<file path="src/rtl/mul_div_unit_pkg.sv">
// Shared definitions for the multiply/divide unit: operation encodings, FSM states and the
// default operand width.
package mul_div_unit_pkg;

  localparam int unsigned Width = 32;

  localparam logic [2:0] MD_MULTU = 3'd0;
  localparam logic [2:0] MD_MULT  = 3'd1;
  localparam logic [2:0] MD_DIVU  = 3'd2;
  localparam logic [2:0] MD_DIV   = 3'd3;
  localparam logic [2:0] MD_MTHI  = 3'd4;
  localparam logic [2:0] MD_MTLO  = 3'd5;

  typedef enum logic [1:0] {
    StIdle,
    StRun,
    StFix
  } mdState_e;

endpackage

</file>
<file path="src/rtl/mul_div_unit_if.sv">
// Request/result bundle between the control unit (master) and the multiply/divide unit (slave).
interface mul_div_unit_if #(
  parameter int unsigned WIDTH = mul_div_unit_pkg::Width
);
  logic             Start_in;
  logic [2:0]       Op_in;
  logic [WIDTH-1:0] OperandA_in;
  logic [WIDTH-1:0] OperandB_in;
  logic             Busy_out;
  logic             Done_out;
  logic             DivZero_out;
  logic [WIDTH-1:0] HI_out;
  logic [WIDTH-1:0] LO_out;

  modport master (
    output Start_in, Op_in, OperandA_in, OperandB_in,
    input  Busy_out, Done_out, DivZero_out, HI_out, LO_out
  );

  modport slave (
    input  Start_in, Op_in, OperandA_in, OperandB_in,
    output Busy_out, Done_out, DivZero_out, HI_out, LO_out
  );
endinterface

</file>
<file path="src/rtl/mul_div_unit_md_sign_fix.sv">
// Sign handling around the unsigned iterative core: magnitudes on entry, result negation at the
// end. Shared by multiply and divide.
module md_sign_fix #(
  parameter int unsigned WIDTH = 32
) (
  input  logic [WIDTH-1:0] rawA_i,
  input  logic [WIDTH-1:0] rawB_i,
  input  logic             isSigned_i,
  output logic [WIDTH-1:0] magA_o,
  output logic [WIDTH-1:0] magB_o,
  output logic             signA_o,
  output logic             signB_o,
  input  logic             isMul_i,
  input  logic [WIDTH-1:0] resHi_i,
  input  logic [WIDTH-1:0] resLo_i,
  input  logic             negRes_i,
  input  logic             negRem_i,
  output logic [WIDTH-1:0] fixHi_o,
  output logic [WIDTH-1:0] fixLo_o
);

  logic [2*WIDTH-1:0] prod;
  logic [2*WIDTH-1:0] prodNeg;

  assign signA_o = isSigned_i & rawA_i[WIDTH-1];
  assign signB_o = isSigned_i & rawB_i[WIDTH-1];
  // -2^(W-1) maps onto itself, which is the correct unsigned magnitude.
  assign magA_o  = signA_o ? (~rawA_i + WIDTH'(1)) : rawA_i;
  assign magB_o  = signB_o ? (~rawB_i + WIDTH'(1)) : rawB_i;

  assign prod    = {resHi_i, resLo_i};
  assign prodNeg = ~prod + (2*WIDTH)'(1);

  always_comb begin
    fixHi_o = resHi_i;
    fixLo_o = resLo_i;
    if (isMul_i) begin
      {fixHi_o, fixLo_o} = negRes_i ? prodNeg : prod;
    end else begin
      fixLo_o = negRes_i ? (~resLo_i + WIDTH'(1)) : resLo_i;
      fixHi_o = negRem_i ? (~resHi_i + WIDTH'(1)) : resHi_i;
    end
  end

endmodule

</file>
<file path="src/rtl/mul_div_unit.sv">
// Iterative multiply/divide unit with HI/LO registers: one shift-add or restoring
// shift-subtract step per cycle, sign correction in a final FIX cycle.
module mul_div_unit
  import mul_div_unit_pkg::*;
#(
  parameter int unsigned WIDTH = Width
) (
  input logic          CLK_in,
  input logic          RST_in,
  mul_div_unit_if.slave md
);

  localparam int unsigned CntW = $clog2(WIDTH) + 1;

  mdState_e           stateQ, stateD;
  logic [WIDTH-1:0]   hiQ, hiD, loQ, loD;
  logic [WIDTH-1:0]   magAQ, magAD, magBQ, magBD;
  logic [2*WIDTH-1:0] accQ, accD;
  logic [WIDTH:0]     remQ, remD;
  logic [CntW-1:0]    cntQ, cntD;
  logic               isDivQ, isDivD, negQ, negD, negRemQ, negRemD;
  logic               busyQ, busyD, doneQ, doneD, divZeroQ, divZeroD;

  logic               isMulOp, isDivOp, isSignedOp;
  logic [WIDTH-1:0]   entMagA, entMagB, fixHi, fixLo;
  logic               entSignA, entSignB;
  logic [WIDTH:0]     mulSum, divShift, divDiff;
  logic               divOk;

  assign isMulOp    = (md.Op_in == MD_MULTU) || (md.Op_in == MD_MULT);
  assign isDivOp    = (md.Op_in == MD_DIVU) || (md.Op_in == MD_DIV);
  assign isSignedOp = (md.Op_in == MD_MULT) || (md.Op_in == MD_DIV);

  md_sign_fix #(
    .WIDTH(WIDTH)
  ) uSignFix (
    .rawA_i    (md.OperandA_in),
    .rawB_i    (md.OperandB_in),
    .isSigned_i(isSignedOp),
    .magA_o    (entMagA),
    .magB_o    (entMagB),
    .signA_o   (entSignA),
    .signB_o   (entSignB),
    .isMul_i   (!isDivQ),
    .resHi_i   (isDivQ ? remQ[WIDTH-1:0] : accQ[2*WIDTH-1:WIDTH]),
    .resLo_i   (accQ[WIDTH-1:0]),
    .negRes_i  (negQ),
    .negRem_i  (negRemQ),
    .fixHi_o   (fixHi),
    .fixLo_o   (fixLo)
  );

  // Multiply: multiplier sits in the low half and is shifted out as the product shifts in.
  assign mulSum   = {1'b0, accQ[2*WIDTH-1:WIDTH]} + (accQ[0] ? {1'b0, magAQ} : '0);
  // Divide: dividend shifts out of the low half, quotient bits shift in behind it.
  assign divShift = {remQ[WIDTH-1:0], accQ[WIDTH-1]};
  assign divDiff  = divShift - {1'b0, magBQ};
  assign divOk    = !divDiff[WIDTH];

  always_comb begin
    stateD   = stateQ;
    hiD      = hiQ;
    loD      = loQ;
    magAD    = magAQ;
    magBD    = magBQ;
    accD     = accQ;
    remD     = remQ;
    cntD     = cntQ;
    isDivD   = isDivQ;
    negD     = negQ;
    negRemD  = negRemQ;
    busyD    = busyQ;
    doneD    = 1'b0;
    divZeroD = divZeroQ;
    unique case (stateQ)
      StIdle: begin
        if (md.Start_in) begin
          if (md.Op_in == MD_MTHI) begin
            hiD = md.OperandA_in;
          end else if (md.Op_in == MD_MTLO) begin
            loD = md.OperandA_in;
          end else if (isMulOp || isDivOp) begin
            magAD    = entMagA;
            magBD    = entMagB;
            cntD     = '0;
            busyD    = 1'b1;
            divZeroD = 1'b0;
            isDivD   = isDivOp;
            negD     = entSignA ^ entSignB;
            negRemD  = entSignA;
            remD     = '0;
            stateD   = StRun;
            if (isMulOp) begin
              accD = {{WIDTH{1'b0}}, entMagB};
            end else if (entMagB == '0) begin
              // Preload the divide-by-zero result; FIX restores A's sign on HI.
              accD   = {{WIDTH{1'b0}}, {WIDTH{1'b1}}};
              remD   = {1'b0, entMagA};
              negD   = 1'b0;
              stateD = StFix;
            end else begin
              accD = {{WIDTH{1'b0}}, entMagA};
            end
          end
        end
      end
      StRun: begin
        if (isDivQ) begin
          remD = divOk ? divDiff : divShift;
          accD = {accQ[2*WIDTH-1:WIDTH], accQ[WIDTH-2:0], divOk};
        end else begin
          accD = {mulSum, accQ[WIDTH-1:1]};
        end
        cntD = cntQ + CntW'(1);
        if (cntQ == CntW'(WIDTH - 1)) stateD = StFix;
      end
      StFix: begin
        hiD      = fixHi;
        loD      = fixLo;
        busyD    = 1'b0;
        doneD    = 1'b1;
        divZeroD = isDivQ && (magBQ == '0);
        stateD   = StIdle;
      end
      default: stateD = StIdle;
    endcase
  end

  always_ff @(posedge CLK_in or posedge RST_in) begin
    if (RST_in) begin
      stateQ   <= StIdle;
      hiQ      <= '0;
      loQ      <= '0;
      magAQ    <= '0;
      magBQ    <= '0;
      accQ     <= '0;
      remQ     <= '0;
      cntQ     <= '0;
      isDivQ   <= 1'b0;
      negQ     <= 1'b0;
      negRemQ  <= 1'b0;
      busyQ    <= 1'b0;
      doneQ    <= 1'b0;
      divZeroQ <= 1'b0;
    end else begin
      stateQ   <= stateD;
      hiQ      <= hiD;
      loQ      <= loD;
      magAQ    <= magAD;
      magBQ    <= magBD;
      accQ     <= accD;
      remQ     <= remD;
      cntQ     <= cntD;
      isDivQ   <= isDivD;
      negQ     <= negD;
      negRemQ  <= negRemD;
      busyQ    <= busyD;
      doneQ    <= doneD;
      divZeroQ <= divZeroD;
    end
  end

  assign md.Busy_out    = busyQ;
  assign md.Done_out    = doneQ;
  assign md.DivZero_out = divZeroQ;
  assign md.HI_out      = hiQ;
  assign md.LO_out      = loQ;

endmodule

</file>
<file path="src/flat_wrapper.sv">
// flat-port wrapper written by rule: the top's interface ports become plain ports
module mul_div_unit_flat import mul_div_unit_pkg::*;
#(
  parameter int unsigned WIDTH = Width
)
  (CLK_in, RST_in, md_Start_in, md_Op_in, md_OperandA_in, md_OperandB_in, md_Busy_out, md_Done_out, md_DivZero_out, md_HI_out, md_LO_out);
  mul_div_unit_if #(.WIDTH(WIDTH)) md_i ();
  input logic CLK_in;
  input logic RST_in;
  input wire logic [$bits(md_i.Start_in)-1:0] md_Start_in;
  input wire logic [$bits(md_i.Op_in)-1:0] md_Op_in;
  input wire logic [$bits(md_i.OperandA_in)-1:0] md_OperandA_in;
  input wire logic [$bits(md_i.OperandB_in)-1:0] md_OperandB_in;
  output wire logic [$bits(md_i.Busy_out)-1:0] md_Busy_out;
  output wire logic [$bits(md_i.Done_out)-1:0] md_Done_out;
  output wire logic [$bits(md_i.DivZero_out)-1:0] md_DivZero_out;
  output wire logic [$bits(md_i.HI_out)-1:0] md_HI_out;
  output wire logic [$bits(md_i.LO_out)-1:0] md_LO_out;
  assign md_i.Start_in = md_Start_in;
  assign md_i.Op_in = md_Op_in;
  assign md_i.OperandA_in = md_OperandA_in;
  assign md_i.OperandB_in = md_OperandB_in;
  assign md_Busy_out = md_i.Busy_out;
  assign md_Done_out = md_i.Done_out;
  assign md_DivZero_out = md_i.DivZero_out;
  assign md_HI_out = md_i.HI_out;
  assign md_LO_out = md_i.LO_out;
  mul_div_unit #(.WIDTH(WIDTH)) u_core (.CLK_in(CLK_in), .RST_in(RST_in), .md(md_i));
endmodule
</file>
<file path="config.mk">
export PLATFORM = sky130hd
export DESIGN_NAME = mul_div_unit_flat
export DESIGN_NICKNAME = d
export VERILOG_FILES = /design/src/rtl/mul_div_unit_pkg.sv /design/src/rtl/mul_div_unit_if.sv /design/src/rtl/mul_div_unit_md_sign_fix.sv /design/src/rtl/mul_div_unit.sv /design/src/flat_wrapper.sv
export SDC_FILE = /design/constraint.sdc
export NUM_CORES = 1
export LEC_CHECK = 0
export ABC_AREA = 1
export BUFFER_PORTS_ARGS = -buffer_cell sky130_fd_sc_hd__buf_2
export CAP_MARGIN = 20
export CELL_PAD_IN_SITES_DETAIL_PLACEMENT = 1
export CELL_PAD_IN_SITES_GLOBAL_PLACEMENT = 2
export CORE_MARGIN = 5
export CORE_UTILIZATION = 34
export DETAILED_ROUTE_END_ITERATION = 7
export GPL_ROUTABILITY_DRIVEN = 0
export GPL_TIMING_DRIVEN = 0
export PLACE_DENSITY = 0.81
export SLEW_MARGIN = 25
export SYNTH_ARGS = -nofsm -noshare
export SYNTH_HDL_FRONTEND = slang
export SYNTH_HIERARCHICAL = 1
export SYNTH_SLANG_ARGS = --single-unit
</file>
<file path="constraint.sdc">
create_clock -name CLK_in -period 9 [get_ports CLK_in]
set_input_delay 1.8 -clock CLK_in [delete_from_list [all_inputs] [get_ports CLK_in]]
set_output_delay 1.8 -clock CLK_in [all_outputs]
set_load 0.03 [all_outputs]
</file>
== Word level (Yosys, flattened, before mapping) ==
Index checks and enable logic that the tools add are counted.

* Register bits after elaboration: 238
* Input port bits: 70
* Word-level logic and storage cells: 129
* Output and inout bits: 67

* Bitwise gates (word level): 10
* Multiplexer cells: 59
* Add/subtract/negate cells: 8
* Equal/unequal tests: 17
* Reduce and logical (&&, ||, !) cells: 20

{| class="wikitable"
|+ Operator list
! cell !! count
|-
| 32-bit two-way mux || 22
|-
| 64-bit two-way mux || 7
|-
| 32-bit case mux with 2 select lines || 3
|-
| 32-bit by 1-bit adder with 32-bit output, second input constant || 4
|-
| 32-bit NOT || 4
|-
| 64-bit case mux with 2 select lines || 1
|-
| 64-bit by 1-bit adder with 64-bit output, second input constant || 1
|-
| 32-bit zero test || 2
|-
| 64-bit NOT || 1
|-
| 32-bit by 33-bit adder with 33-bit output || 1
|-
| 33-bit by 32-bit subtractor with 33-bit output || 1
|-
| 6-bit two-way mux || 4
|-
| 5-bit AND reduction || 4
|-
| 2-bit two-way mux || 7
|-
| 6-bit case mux with 2 select lines || 1
|-
| 6-bit AND reduction || 2
|-
| 1-bit two-way mux || 11
|-
| 2-bit by 1-bit inequality test with 1-bit output, second input constant || 5
|-
| 2-bit inequality test, second input constant || 4
|-
| 6-bit by 1-bit adder with 6-bit output, second input constant || 1
|-
| 3-bit by 2-bit == test with 1-bit output, second input constant || 2
|-
| 3-bit == test, second input constant || 2
|-
| 6-bit by 5-bit == test with 1-bit output, second input constant || 1
|-
| 1-bit logical OR || 4
|-
| 15 further kinds || 19
|}

== Depth between registers and ports, before layout ==
Gate-level depths: netlist of the first run.

* Depth in word-level cells: 12
* Gate-level depth with buffers: 21

== By module ==
Netlist of the first run, hierarchy kept.

{| class="wikitable"
|+ Modules (own cells, without submodules)
! module !! cells each !! instances !! area an instance (um2)
|-
| mul_div_unit || 2,467 || 1 || 16,549.6
|-
| md_sign_fix || 851 || 1 || 4,396.7
|}

== Worst setup path after synthesis of the first run ==
Ideal clock, no wire load.

* Kind: input to register
* Start: in md_Op_in[2]
* End: reg u_core.remQ[22]
* Path slack: 4,808 ps
* Cell stages on the path: 19
* Library setup time: 77 ps
* Data required time: 8,923 ps
* Arrival time: 4,115 ps
* Cells stage by stage: clkbuf_1 -> nor2_1 -> nand2_1 -> clkinv_1 -> clkbuf_1 -> nand2_1 -> o21ai_0 -> inv_1 -> nand4_1 -> nor2_1 -> inv_1 -> nor2_1 -> nand3_1 -> nor2_1 -> nand2_2 -> clkbuf_1 -> o21ai_0 -> clkinv_1 -> a21oi_1

* Word-level cells in the longest chain between the ends: 12
* Elaborated cells between the ends (all ways): 26
* Classes of those cells: eq/ne (8); mux (9); bitwise (2); reduce/logical (7)

{| class="wikitable"
|+ Ends and longest elaborated chain
! item !! RTL line !! RTL
|-
| start: declaration || flat_wrapper.sv:11 || <nowiki>input wire logic [$bits(md_i.Op_in)-1:0] md_Op_in;</nowiki>
|-
| 3-bit by 1-bit == test with 1-bit output / 3-bit by 2-bit == test with 1-bit output (equally long branches) || mul_div_unit.sv:32 || <nowiki>assign isSignedOp = (md.Op_in == MD_MULT) || (md.Op_in == MD_DIV);</nowiki>
|-
| 1-bit logical OR * || mul_div_unit.sv:32 ||
|-
| via u_core.isSignedOp || mul_div_unit.sv:24 || <nowiki>logic isMulOp, isDivOp, isSignedOp;</nowiki>
|-
| 1-bit bitwise AND * || mul_div_unit_md_sign_fix.sv:26 || <nowiki>assign signB_o = isSigned_i & rawB_i[WIDTH-1];</nowiki>
|-
| via u_core.entSignB || mul_div_unit.sv:26 || <nowiki>logic entSignA, entSignB;</nowiki>
|-
| 32-bit two-way mux * || mul_div_unit_md_sign_fix.sv:29 || <nowiki>assign magB_o = signB_o ? (~rawB_i + WIDTH'(1)) : rawB_i;</nowiki>
|-
| via u_core.entMagB[1] || mul_div_unit.sv:25 || <nowiki>logic [WIDTH-1:0] entMagA, entMagB, fixHi, fixLo;</nowiki>
|-
| 32-bit zero test * || mul_div_unit.sv:95 || <nowiki>end else if (entMagB == '0) begin</nowiki>
|-
| 32-bit two-way mux * || mul_div_unit.sv:95 ||
|-
| 32-bit two-way mux * || mul_div_unit.sv:93 || <nowiki>if (isMulOp) begin</nowiki>
|-
| 32-bit two-way mux * || mul_div_unit.sv:82 || <nowiki>end else if (isMulOp || isDivOp) begin</nowiki>
|-
| 32-bit two-way mux * || mul_div_unit.sv:80 || <nowiki>end else if (md.Op_in == MD_MTLO) begin</nowiki>
|-
| 32-bit two-way mux * || mul_div_unit.sv:78 || <nowiki>if (md.Op_in == MD_MTHI) begin</nowiki>
|-
| 32-bit two-way mux * || mul_div_unit.sv:77 || <nowiki>if (md.Start_in) begin</nowiki>
|-
| 32-bit case mux with 2 select lines * || mul_div_unit.sv:75 || <nowiki>unique case (stateQ)</nowiki>
|-
| end signal: assignment || mul_div_unit.sv:152 || <nowiki>remQ <= remD;</nowiki>
|-
| end: declaration || mul_div_unit.sv:19 || <nowiki>logic [WIDTH:0] remQ, remD;</nowiki>
|}

Mark *: on every way through the listed nets, which the timed path passes. The rest lies on a longest branch. The select of a mux whose other input is x is not followed.
A chain may end at the register's enable or synchronous reset.

== Worst setup path in the final report of the first run ==
* Start: in md_Op_in[2]
* End: reg u_core.remQ[5]

Same word-level chain as after synthesis.

==> impl_metrics.ini, run 1 <==
[logic_synthesis]
synth_common_cells = nand2_1 (971), inv_1 (542), nor2_1 (306), o21ai_0 (242), dfrtp_1 (238)
yosys.area.top_type = dfrtp_1
yosysSeqAreaShare_pct = 28.4
syn-num-nets = 3459
synth_compound_area_share_pct = 14.1
synthSimpleGateAreaFrac_pct = 34.4
synth_edf_count = 0
synth_top_family_by_area = simple AND/OR/NAND/NOR gates
synth_top_area_share_pct = 28.4
ys_ff_latch = 238
synth_cell_types = 58
synthTopCellsByArea = dfrtp_1 (28%), nand2_1 (17%), inv_1 (9.7%), o21ai_0 (5.8%), nor2_1 (5.5%)
syn_avg_cell_area_um2 = 6.31
synth-async-reset-ratio_pct = 100
synth_area_mm2 = 0.0209
synthAdderAreaFrac_pct = 4.31
synthCells = 3318
ys_warn_count = 6
ys.flop_type = dfrtp_1
synth_mux_area_share_pct = 1.72
yosysMostFrequentCell = nand2_1
synthXorXnorAreaFrac_pct = 4.47

[clock_tree]
cts.sinks = 238
cts_hold_buf = 0
cts-root-buf = clkbuf_16
clk_pin_slew_ps = 60
htree_num_levels = 1
clock_path_buffers = 3
cts_tree = built
clock_latency_ps = 590
postCtsSetupRepairBufs = 0
cts-resized-gates = 0
numCtsBuffers = 30

[global_route]
grt_pass1_vias = 23600
grt_first_pass_wirelength_um = 146000
grt_overflow = 0
antenna_found_initial = 1
track_usage_pct = 28.3
grt_busiest_layer = met2
grt_start_max_net_pins = 92
use_met3_pct = 3.43
grtUsageMet1_pct = 37.0
use_met2_pct = 48.6

[placement]
dp_hpwl_um = 83300
port_buffers = 136

[detailed_routing]
wl_per_cell_um = 22.7
viasPerCell = 5.35
drcViolationCount = 0
antenna_left = 0
drtPass1Iterations = 5
vias = 23000
finalWirelength_um = 97800
drt_iter0_markers = 1742

[run_status]
status = completed

[sta]
rsz0062_at_grt = false
setup_viol = 0
setup_tns_ps = 0
slew_headroom_pct = 36.1
slew_violations = 0
skew_ps = 28.7
tightest_slew_ps = 949
finalHoldViolCount = 0
maxClockFrequency_ghz = 0.181
period_minus_slack_ps = 5520
post-route-period-util_pct = 61.4

[floorplanning]
start_util_pct = 34.1
rows = 91
pin_count = 137
die_x_um = 258
core_mm2 = 0.0614
die_area_mm2 = 0.0667
die_h_um = 258

[power]
swShare_pct = 57.3
vdd_drop_max_mv = 0.157
p_switching_w = 0.00607
p_per_area_mw_per_mm2 = 446
pwr-share-clk_pct = 12.3
fin_total_pwr_w = 0.0106
power_frac_seq_pct = 20.3
intPower_w = 0.00453
combinationalPowerShare_pct = 67.4
power_leakage_nw = 12.4

[min_path]
hold_class = reg2reg
min_from = u_core/cntQ[2]$_DFFE_PP0P_

[worst_setup_path]
crit_path_max_fanout = 10
end_kind = flip-flop
worstReg2RegStart = u_core/isDivQ$_DFFE_PP0P_
critical_path_arrival_ps = 6010
crit_start = md_Op_in[2]
worst_ep_required_time_ps = 9490
crit_type = in2reg
worst_setup_path_start_kind = input port

[finish]
drive_gt1_share_pct = 10.7
synthToLayoutAreaGrowth_pct = 13.3
finalNetCount = 3629

[flow_run]
maxCapViolCount = 0
cells in the final DEF (no fill, tap or decap), types with 29 or more instances in the layout:
master     Yosys  routed
nand2_1      971     971
buf_2         27     163
dfrtp_1      238     238
xnor2_1       29      29
inv_1        542     541
nand4_1       43      43
clkbuf_16      0      30
nor2_1       306     306
clkbuf_1      63      68
a21oi_1      130     130
o22ai_1       36      36
mux2_2        32      32
nand3_1      155     155
ha_1          69      69
xor2_1        78      78
nor3_1        69      69
a31oi_1       40      40
o21ai_0      242     242
a22oi_1       31      31
sequential cells by signal, indices dropped and copies added (netlist names):
signal / count
u_core/accQ: 64
u_core/magAQ: 32
u_core/magBQ: 32
u_core/md.HI_out: 32
u_core/md.LO_out: 32
u_core/remQ: 32
u_core/cntQ: 6
u_core/stateQ: 2
u_core/isDivQ: 1
u_core/md.Busy_out: 1
u_core/md.DivZero_out: 1
u_core/md.Done_out: 1
u_core/negQ: 1
u_core/negRemQ: 1
layout make-up:
cell class                      count  area, um2
Fill cell                        8090      37600
Antenna cell                        1       2.50
Sequential cell                   238       5960
Inverter                          569       2140
Buffer                            107        509
Timing Repair Buffer              138        736
Clock inverter                     16        228
Clock buffer                       39        825
Multi-Input combinational cell   2404      12300
Tap cell                          790        988
worst paths after layout:
| check | endpoint | cells past startpoint | slack (ps) |
|---|---|---|---|
| min reg2reg | u_core/cntQ[2]$_DFFE_PP0P_ | 1 | 460 |
| min | u_core/cntQ[2]$_DFFE_PP0P_ | 1 | 460 |
| min in group asynchronous | u_core/md.LO_out[21]$_DFFE_PP0P_ | 2 | 1230 |
| max reg2reg | u_core/md.HI_out[29]$_DFFE_PP0P_ | 13 | 5300 |
| max in group asynchronous | u_core/accQ[61]$_DFFE_PP0P_ | 4 | 6460 |
| max | u_core/remQ[5]$_DFFE_PP0P_ | 19 | 3480 |
kinds of logic (layout without fill, tap and decap cells):
family                   count (synthesis)  count (layout)
adder cells (fa/ha/maj)                 71              71
flip-flops                             238             238
other                                    0               1
multiplexers                            32              32
XOR/XNOR                               107             107
AO/OA/AOI/OAI                          529             529
AND/OR/NAND/NOR                       1665            1665
buffers and inverters                  676             869
worst max-delay path: stages:
cell and delay, ps:
buf_2 110, clkbuf_1 210, nor2_1 380, nand2_1 260
clkinv_1 240, clkbuf_1 580, o21ai_0 370, inv_1 220
nand4_1 120, nor2_1 130, inv_1 60, nor2_1 80
nand3_1 70, nor2_1 260, nand2_2 220, clkbuf_1 240
o21ai_0 390, inv_1 90, a21oi_1 160
power by group through the flow:
stage               Combinational, W  Sequential [W]  Clock (W)
finish                       0.00714         0.00215    0.00130
global route                 0.00785         0.00219    0.00136
CTS                          0.00710         0.00213    0.00132
detailed placement           0.00706         0.00214          0
global placement             0.00686         0.00212          0
floorplan                    0.00454         0.00218          0
metal layers:
layer  vias up  wire (um)
met4         0       3670
li1      10900          -
met2       621      46800
met3       142       4880
met5         -          0
met1     11400      42500
metrics by stage:
step                setup WS (ps)  hold WS [ps]  instances  area (um2)  util, %
floorplan                     669           423       3318       20900        -
global placement            -2380           443       4244       22600     36.9
detailed placement           2930           454       4246       22700     37.0
CTS                          3500           462       4301       23700     38.7
global route                 3230           477       4301       23700     38.7
finish                       3480           462       4302       23700     38.7
Power figures use the tool's default switching activity.
==> run 2, diff against run 1 <==
--- a/config.mk
+++ b/config.mk
@@ -5,7 +5,7 @@
 export SDC_FILE = /design/constraint.sdc
 export NUM_CORES = 1
 export LEC_CHECK = 0
-export ABC_AREA = 1
+export ABC_AREA = 0
 export BUFFER_PORTS_ARGS = -buffer_cell sky130_fd_sc_hd__buf_2
 export CAP_MARGIN = 20
 export CELL_PAD_IN_SITES_DETAIL_PLACEMENT = 1
@@ -15,7 +15,7 @@
 export DETAILED_ROUTE_END_ITERATION = 7
 export GPL_ROUTABILITY_DRIVEN = 0
 export GPL_TIMING_DRIVEN = 0
-export PLACE_DENSITY = 0.81
+export PLACE_DENSITY = 0.79
 export SLEW_MARGIN = 25
 export SYNTH_ARGS = -nofsm -noshare
 export SYNTH_HDL_FRONTEND = slang
==> constraint.sdc (replaced) <==
create_clock -name CLK_in -period 5.05 [get_ports CLK_in]
set_input_delay 1.01 -clock CLK_in [delete_from_list [all_inputs] [get_ports CLK_in]]
set_output_delay 1.01 -clock CLK_in [all_outputs]
set_load 0.03 [all_outputs]
==> run 2 against run 1 <==
Count of clock-buffer cells in the layout increased by 1. Via count decreased by 18%. First-iteration DRC count fell by 20%. Final cell count down 25%. Sequential share of layout area grew 2.9 points. Sequential cell count unchanged. Register-to-register slack lost 5100 ps. Design area is 10% lower. Clock skew decreased by 13 ps. Clock power increased by 65%. Routed wire length fell by 14%. Critical endpoint is now u_core/remQ[28]$_DFFE_PP0P_. Largest cell class unchanged. Largest power group unchanged.
==> impl_metrics.ini, run 2 <==
[run_status]
status = completed

[finish]
synthToLayoutAreaGrowth_pct = 14.7
largest_reg_flops = 64
stdcell_count = 3212
final_cell_mix = nand2_1 (319), o21ai_0 (246), dfrtp_1 (238), a21oi_1 (203), nor2_1 (154)
fin_area_mm2 = 0.0213
finalNetCount = 2635
layout_commonest_cell = nand2_1
drive_gt1_share_pct = 13.1
largest_register = u_core/accQ

[global_route]
antenna_found_initial = 0
grt_overflow = 0
grt_pass1_vias = 19400
track_usage_pct = 27.1
grt_first_pass_wirelength_um = 125000
grt_start_max_net_pins = 33

[logic_synthesis]
synth_top_area_share_pct = 32.1
yosysMostFrequentCell = nand2_1
synth_area_mm2 = 0.0185
synthCells = 2319
yosysSeqAreaShare_pct = 32.1
synth_edf_count = 0
synth-async-reset-ratio_pct = 100
synth_cell_types = 84
yosys.area.top_type = dfrtp_1
ys_ff_latch = 238
syn-num-nets = 2460
synthTopCellsByArea = dfrtp_1 (32%), o21ai_0 (6.7%), nand2_1 (6.5%), a21oi_1 (5.5%), ha_1 (4.7%)
ys_warn_count = 6
synth_common_cells = nand2_1 (319), o21ai_0 (247), dfrtp_1 (238), a21oi_1 (203), nor2_1 (154)
syn_avg_cell_area_um2 = 7.99
ys.flop_type = dfrtp_1

[detailed_routing]
wl_per_cell_um = 26.1
vias = 18900
finalWirelength_um = 83800
drt_iter0_markers = 1396
drcViolationCount = 0
drtPass1Iterations = 5
antenna_left = 0
viasPerCell = 5.89

[clock_tree]
clk_pin_slew_ps = 70
cts_hold_buf = 0
cts_tree = built
clock_path_buffers = 3
cts.sinks = 238
htree_num_levels = 1
clock_latency_ps = 590
postCtsSetupRepairBufs = 0
numCtsBuffers = 29
cts-root-buf = clkbuf_16

[power]
power_leakage_nw = 9.24
p_per_area_mw_per_mm2 = 790
vdd_drop_max_mv = 0.264

[sta]
worst_slack_ps = 181
rsz0062_at_grt = false
setup_tns_ps = 0
slew_violations = 0
slew_headroom_pct = 19.2
holdWs_ps = 463
tightest_slew_ps = 1200
period_minus_slack_ps = 4870
finalHoldViolCount = 0
skew_ps = 15.5
maxClockFrequency_ghz = 0.205
post-route-period-util_pct = 96.4
setup_viol = 0

[worst_setup_path]
worst_ep_required_time_ps = 5550
end_kind = flip-flop
worstReg2RegStart = u_core/isDivQ$_DFFE_PP0P_
crit_type = in2reg
r2r-end = u_core/md.HI_out[25]$_DFFE_PP0P_
crit_chain = buf_2, nor4_1, nand4_1, nor2_1, a31oi_1, xor2_1, nor4_1, nand3_1, or4_1, clkbuf_1, nor2_1, and3_1, a21oi_1, o21ai_0
reg2regPathDepth = 12
crit_path_max_fanout = 8
r2r_slack_ps = 190
cp_top_family = simple AND/OR/NAND/NOR gates
critical_path_arrival_ps = 5370
slowest_stage = nor2_1
cpPeakStageDelay_ps = 630
worst_setup_path_start_kind = input port
worst-path-buf-inv = 2

[floorplanning]
start_util_pct = 34.4
core_mm2 = 0.0539
die_h_um = 243
rows = 85
die_x_um = 243
die_area_mm2 = 0.0593
pin_count = 137

[placement]
placed_area_mm2 = 0.0203
placedCellCount = 3160
dp_slack_ps = -912
port_buffers = 136
dp_hpwl_um = 66700

[min_path]
hold_class = in2async

[flow_run]
maxCapViolCount = 0
## run 2: layout make-up
| type | instances | area (um2) |
|---|---|---|
| fill | 6598 | 32700 |
| multi-input combinational | 1880 | 11800 |
| sequential | 238 | 5960 |
| tap | 696 | 871 |
| timing repair buffer | 145 | 846 |
| clock buffer | 40 | 837 |
| buffer | 130 | 591 |
| inverter | 70 | 270 |
| clock inverter | 11 | 120 |
| antenna | 2 | 5.00 |
## run 2: where the power goes
part	switching (W)	total, W	internal (W)
sequential	0.00107	0.00389	0.00281
combinational	0.00687	0.0107	0.00387
clock	0.000900	0.00215	0.00125
## run 2: worst reg2reg max path, stage by stage (launching register included)
cell and delay (ps):
dfrtp_1 480, buf_1 500, buf_2 410, buf_1 520, mux2_2 490, or4_1 610
or3_1 380, clkbuf_1 190, nor4_1 370, o21ai_0 150, a211oi_1 390, a21oi_1 140
o21ai_0 160
## run 2: per-stage QoR
step	utilization [%]	power, W
2_1_floorplan	-	0.0109
3_3_place_gp	37.2	0.0141
3_5_place_dp	37.6	0.0145
4_1_cts	39.4	0.0167
5_1_grt	39.4	0.0179
6_report	39.4	0.0168
## run 2: worst max-delay path by stage
stage	to	startpoint	slack, ps	depth (start not counted)
floorplan	u_core/accQ[0]$_DFFE_PP0P_	RST_in	920	1
global placement	u_core/remQ[30]$_DFFE_PP0P_	md_Op_in[0]	-1110	13
detailed placement	u_core/remQ[20]$_DFFE_PP0P_	md_Op_in[2]	-910	14
CTS	u_core/remQ[20]$_DFFE_PP0P_	md_Op_in[2]	190	13
global route	u_core/md.HI_out[25]$_DFFE_PP0P_	u_core/isDivQ$_DFFE_PP0P_	2	12
finish	u_core/remQ[28]$_DFFE_PP0P_	md_OperandB_in[0]	180	14
## run 2: layer usage
metal	GRT usage (%)	part of all wire, %	wire [um]	up-vias
met5	0	0	0	-
met4	12.0	5.3	4400	0
met3	3.05	5.0	4170	167
met2	45.0	46	38800	583
met1	35.8	44	36500	9555
li1	-	-	-	8620
## run 2: timing repair
action | in CTS | in global routing
pin swaps | 0 | 0
endpoints found under the setup margin | 11 | 14
gates cloned | 0 | 0
resized for setup | 2 | 2
## run 2: cell families after synthesis
group                      count (synthesis)  synth area share [%]
DFF                                      238                  32.1
buffers and inverters                    201                  4.62
adders and majority gates                 71                  4.88
xor gates and xnor gates                 163                  7.71
muxes                                    127                  7.39
and+or+nand+nor                          875                  22.9
AOI/OAI and AO/OA                        644                  20.4
==> run 3, diff against run 2 <==
--- a/config.mk
+++ b/config.mk
@@ -11,11 +11,12 @@
 export CELL_PAD_IN_SITES_DETAIL_PLACEMENT = 1
 export CELL_PAD_IN_SITES_GLOBAL_PLACEMENT = 2
 export CORE_MARGIN = 5
-export CORE_UTILIZATION = 34
+export CORE_UTILIZATION = 41
+export CTS_BUF_LIST = sky130_fd_sc_hd__clkbuf_4
 export DETAILED_ROUTE_END_ITERATION = 7
 export GPL_ROUTABILITY_DRIVEN = 0
 export GPL_TIMING_DRIVEN = 0
-export PLACE_DENSITY = 0.79
+export PLACE_DENSITY = 0.89
 export SLEW_MARGIN = 25
 export SYNTH_ARGS = -nofsm -noshare
 export SYNTH_HDL_FRONTEND = slang
==> constraint.sdc (replaced) <==
create_clock -name CLK_in -period 5.8 [get_ports CLK_in]
set_input_delay 1.16 -clock CLK_in [delete_from_list [all_inputs] [get_ports CLK_in]]
set_output_delay 1.16 -clock CLK_in [all_outputs]
set_load 0.03 [all_outputs]
==> run 3 against run 2 <==
Die area shrank 16%. Sequential power shrank 14%. Combinational power shrank 12%. Via count grew 3.4%. Hold slack lost 100 ps. Final cell count shrank 0.62%. Critical path depth is the same. Clock skew grew 90 ps. Count of clock-buffer cells in the layout grew 67. Routed wire length shrank 2.5%. Critical endpoint is now u_core/remQ[4]$_DFFE_PP0P_.
==> impl_metrics.ini, run 3 (synthesized netlist as in run 2, its figures left out) <==
[run_status]
status = completed

[finish]
fillers = 5609
largest_reg_flops = 64
fin_area_mm2 = 0.0211
finalNetCount = 2681
fin_util_pct = 47.5
drive_gt1_share_pct = 15.5
final_cell_mix = nand2_1 (319), o21ai_0 (247), dfrtp_1 (238), a21oi_1 (203), nor2_1 (154)
layout_commonest_cell = nand2_1
stdcell_count = 3192
synthToLayoutAreaGrowth_pct = 14.1
largest_register = u_core/accQ

[floorplanning]
start_util_pct = 41.6
core_mm2 = 0.0445
die_h_um = 223
die_x_um = 223
die_area_mm2 = 0.0495
pin_count = 137
rows = 77

[sta]
tightest_slew_ps = 1190
rsz0062_at_grt = false
holdWs_ps = 363
setup_viol = 0
maxClockFrequency_ghz = 0.182
slew_headroom_pct = 20.1
finalHoldViolCount = 0
period_minus_slack_ps = 5490
post-route-period-util_pct = 94.6
slew_violations = 0
skew_ps = 106

[global_route]
grt_start_max_net_pins = 33
track_usage_pct = 31.9
antenna_found_initial = 3
grt_first_pass_wirelength_um = 123000
grt_overflow = 0
grt_pass1_vias = 19800

[clock_tree]
clock_latency_ps = 850
htree_num_levels = 3
cts_hold_buf = 0
cts.sinks = 238
cts-resized-gates = 0
clock_path_buffers = 3
cts_tree = built
clk_pin_slew_ps = 70
numCtsBuffers = 74
postCtsSetupRepairBufs = 0
cts-root-buf = clkbuf_4

[worst_setup_path]
slowest_stage = nor4_1
crit_start = md_Op_in[2]
crit_path_max_fanout = 10
reg2regPathDepth = 12
crit_top_cell = clkbuf_1
worst_ep_required_time_ps = 6530
worst_setup_path_start_kind = input port
cp_top_family = simple AND/OR/NAND/NOR gates
cpPeakStageDelay_ps = 850
crit_chain = buf_2, nor2b_1, nand2_1, inv_1, clkbuf_1, o31ai_1, xnor2_1, nor4_1, nand3_1, nor4_1, clkbuf_1, clkbuf_1, nand2_1, a31oi_1
crit_type = in2reg
r2r-end = u_core/md.HI_out[25]$_DFFE_PP0P_
worstReg2RegStart = u_core/isDivQ$_DFFE_PP0P_
worst-path-buf-inv = 5
critical_path_arrival_ps = 6220
r2r_slack_ps = 740
end_kind = flip-flop

[flow_run]
maxCapViolCount = 0

[detailed_routing]
antenna_left = 0
vias = 19600
finalWirelength_um = 81700
viasPerCell = 6.13
drcViolationCount = 0
drt_iter0_markers = 1844
drtPass1Iterations = 6
wl_per_cell_um = 25.6

[power]
power_leakage_nw = 9.36
vdd_drop_max_mv = 0.253
p_per_area_mw_per_mm2 = 683
fin_total_pwr_w = 0.0144

[placement]
placed_area_mm2 = 0.0202
port_buffers = 136
placedCellCount = 3056
dp_hpwl_um = 63500

[min_path]
hold_class = in2async
-- run 3: cell types whose count changed in the layout (fill, tap and decap cells not counted), sizes merged --
cell / previous run / this run
bufinv: 2 / 1
clkbuf: 138 / 206
clkinv: 7 / 18
diode: 2 / 5
inv: 70 / 73
-- run 3: metrics by stage --
stage / TNS (ps) / setup WS, ps
floorplan: 0 / 1520
global placement: -11900 / -261
detailed placement: -3060 / -341
CTS: 0 / 531
global route: 0 / 170
finish: 0 / 313
-- run 3: worst max-delay path by stage --
stage	end	slack [ps]	depth (start not counted)
final	u_core/remQ[4]$_DFFE_PP0P_	310	14
after global routing	u_core/remQ[4]$_DFFE_PP0P_	170	14
after CTS	u_core/remQ[4]$_DFFE_PP0P_	530	14
after detailed placement	u_core/remQ[4]$_DFFE_PP0P_	-340	14
after global placement	u_core/remQ[17]$_DFFE_PP0P_	-260	14
after floorplan	u_core/accQ[0]$_DFFE_PP0P_	1520	1
-- run 3: worst reg2reg max path: stages (launching register included) --
cell and delay, ps:
dfrtp_1 490, buf_1 510, buf_1 610, buf_1 540
mux2_2 470, or4_1 600, or3_1 380, clkbuf_1 180
nor4_1 380, o21ai_0 160, a211oi_1 350, a21oi_1 110
o21ai_0 150
-- run 3: cell type report --
class | count | area [um2] | share of cell area [%]
clock buffer | 107 | 803 | 3.80
clock inverter | 24 | 123 | 0.580
multi-input combinational | 1880 | 11800 | 55.8
tap | 592 | 741 | 3.50
sequential | 238 | 5960 | 28.2
inverter | 70 | 267 | 1.26
timing repair buffer | 145 | 846 | 4.00
buffer | 131 | 593 | 2.80
antenna | 5 | 12.5 | 0.0592
-- run 3: report_power, final --
part | leakage (nW) | internal (W) | total [W] | switching [W]
clock | 0.556 | 0.000890 | 0.00171 | 0.000822
combinational | 5.88 | 0.00338 | 0.00938 | 0.00600
sequential | 2.92 | 0.00245 | 0.00335 | 0.000906
-- run 3: routing by layer --
metal | track usage [%] | vias to the layer above | share of wire, %
li1 | - | 8737 | -
met1 | 42.8 | 9730 | 43
met2 | 48.4 | 866 | 44
met3 | 6.41 | 234 | 7.7
met4 | 17.8 | 2 | 6.1
met5 | 0 | - | 0.021
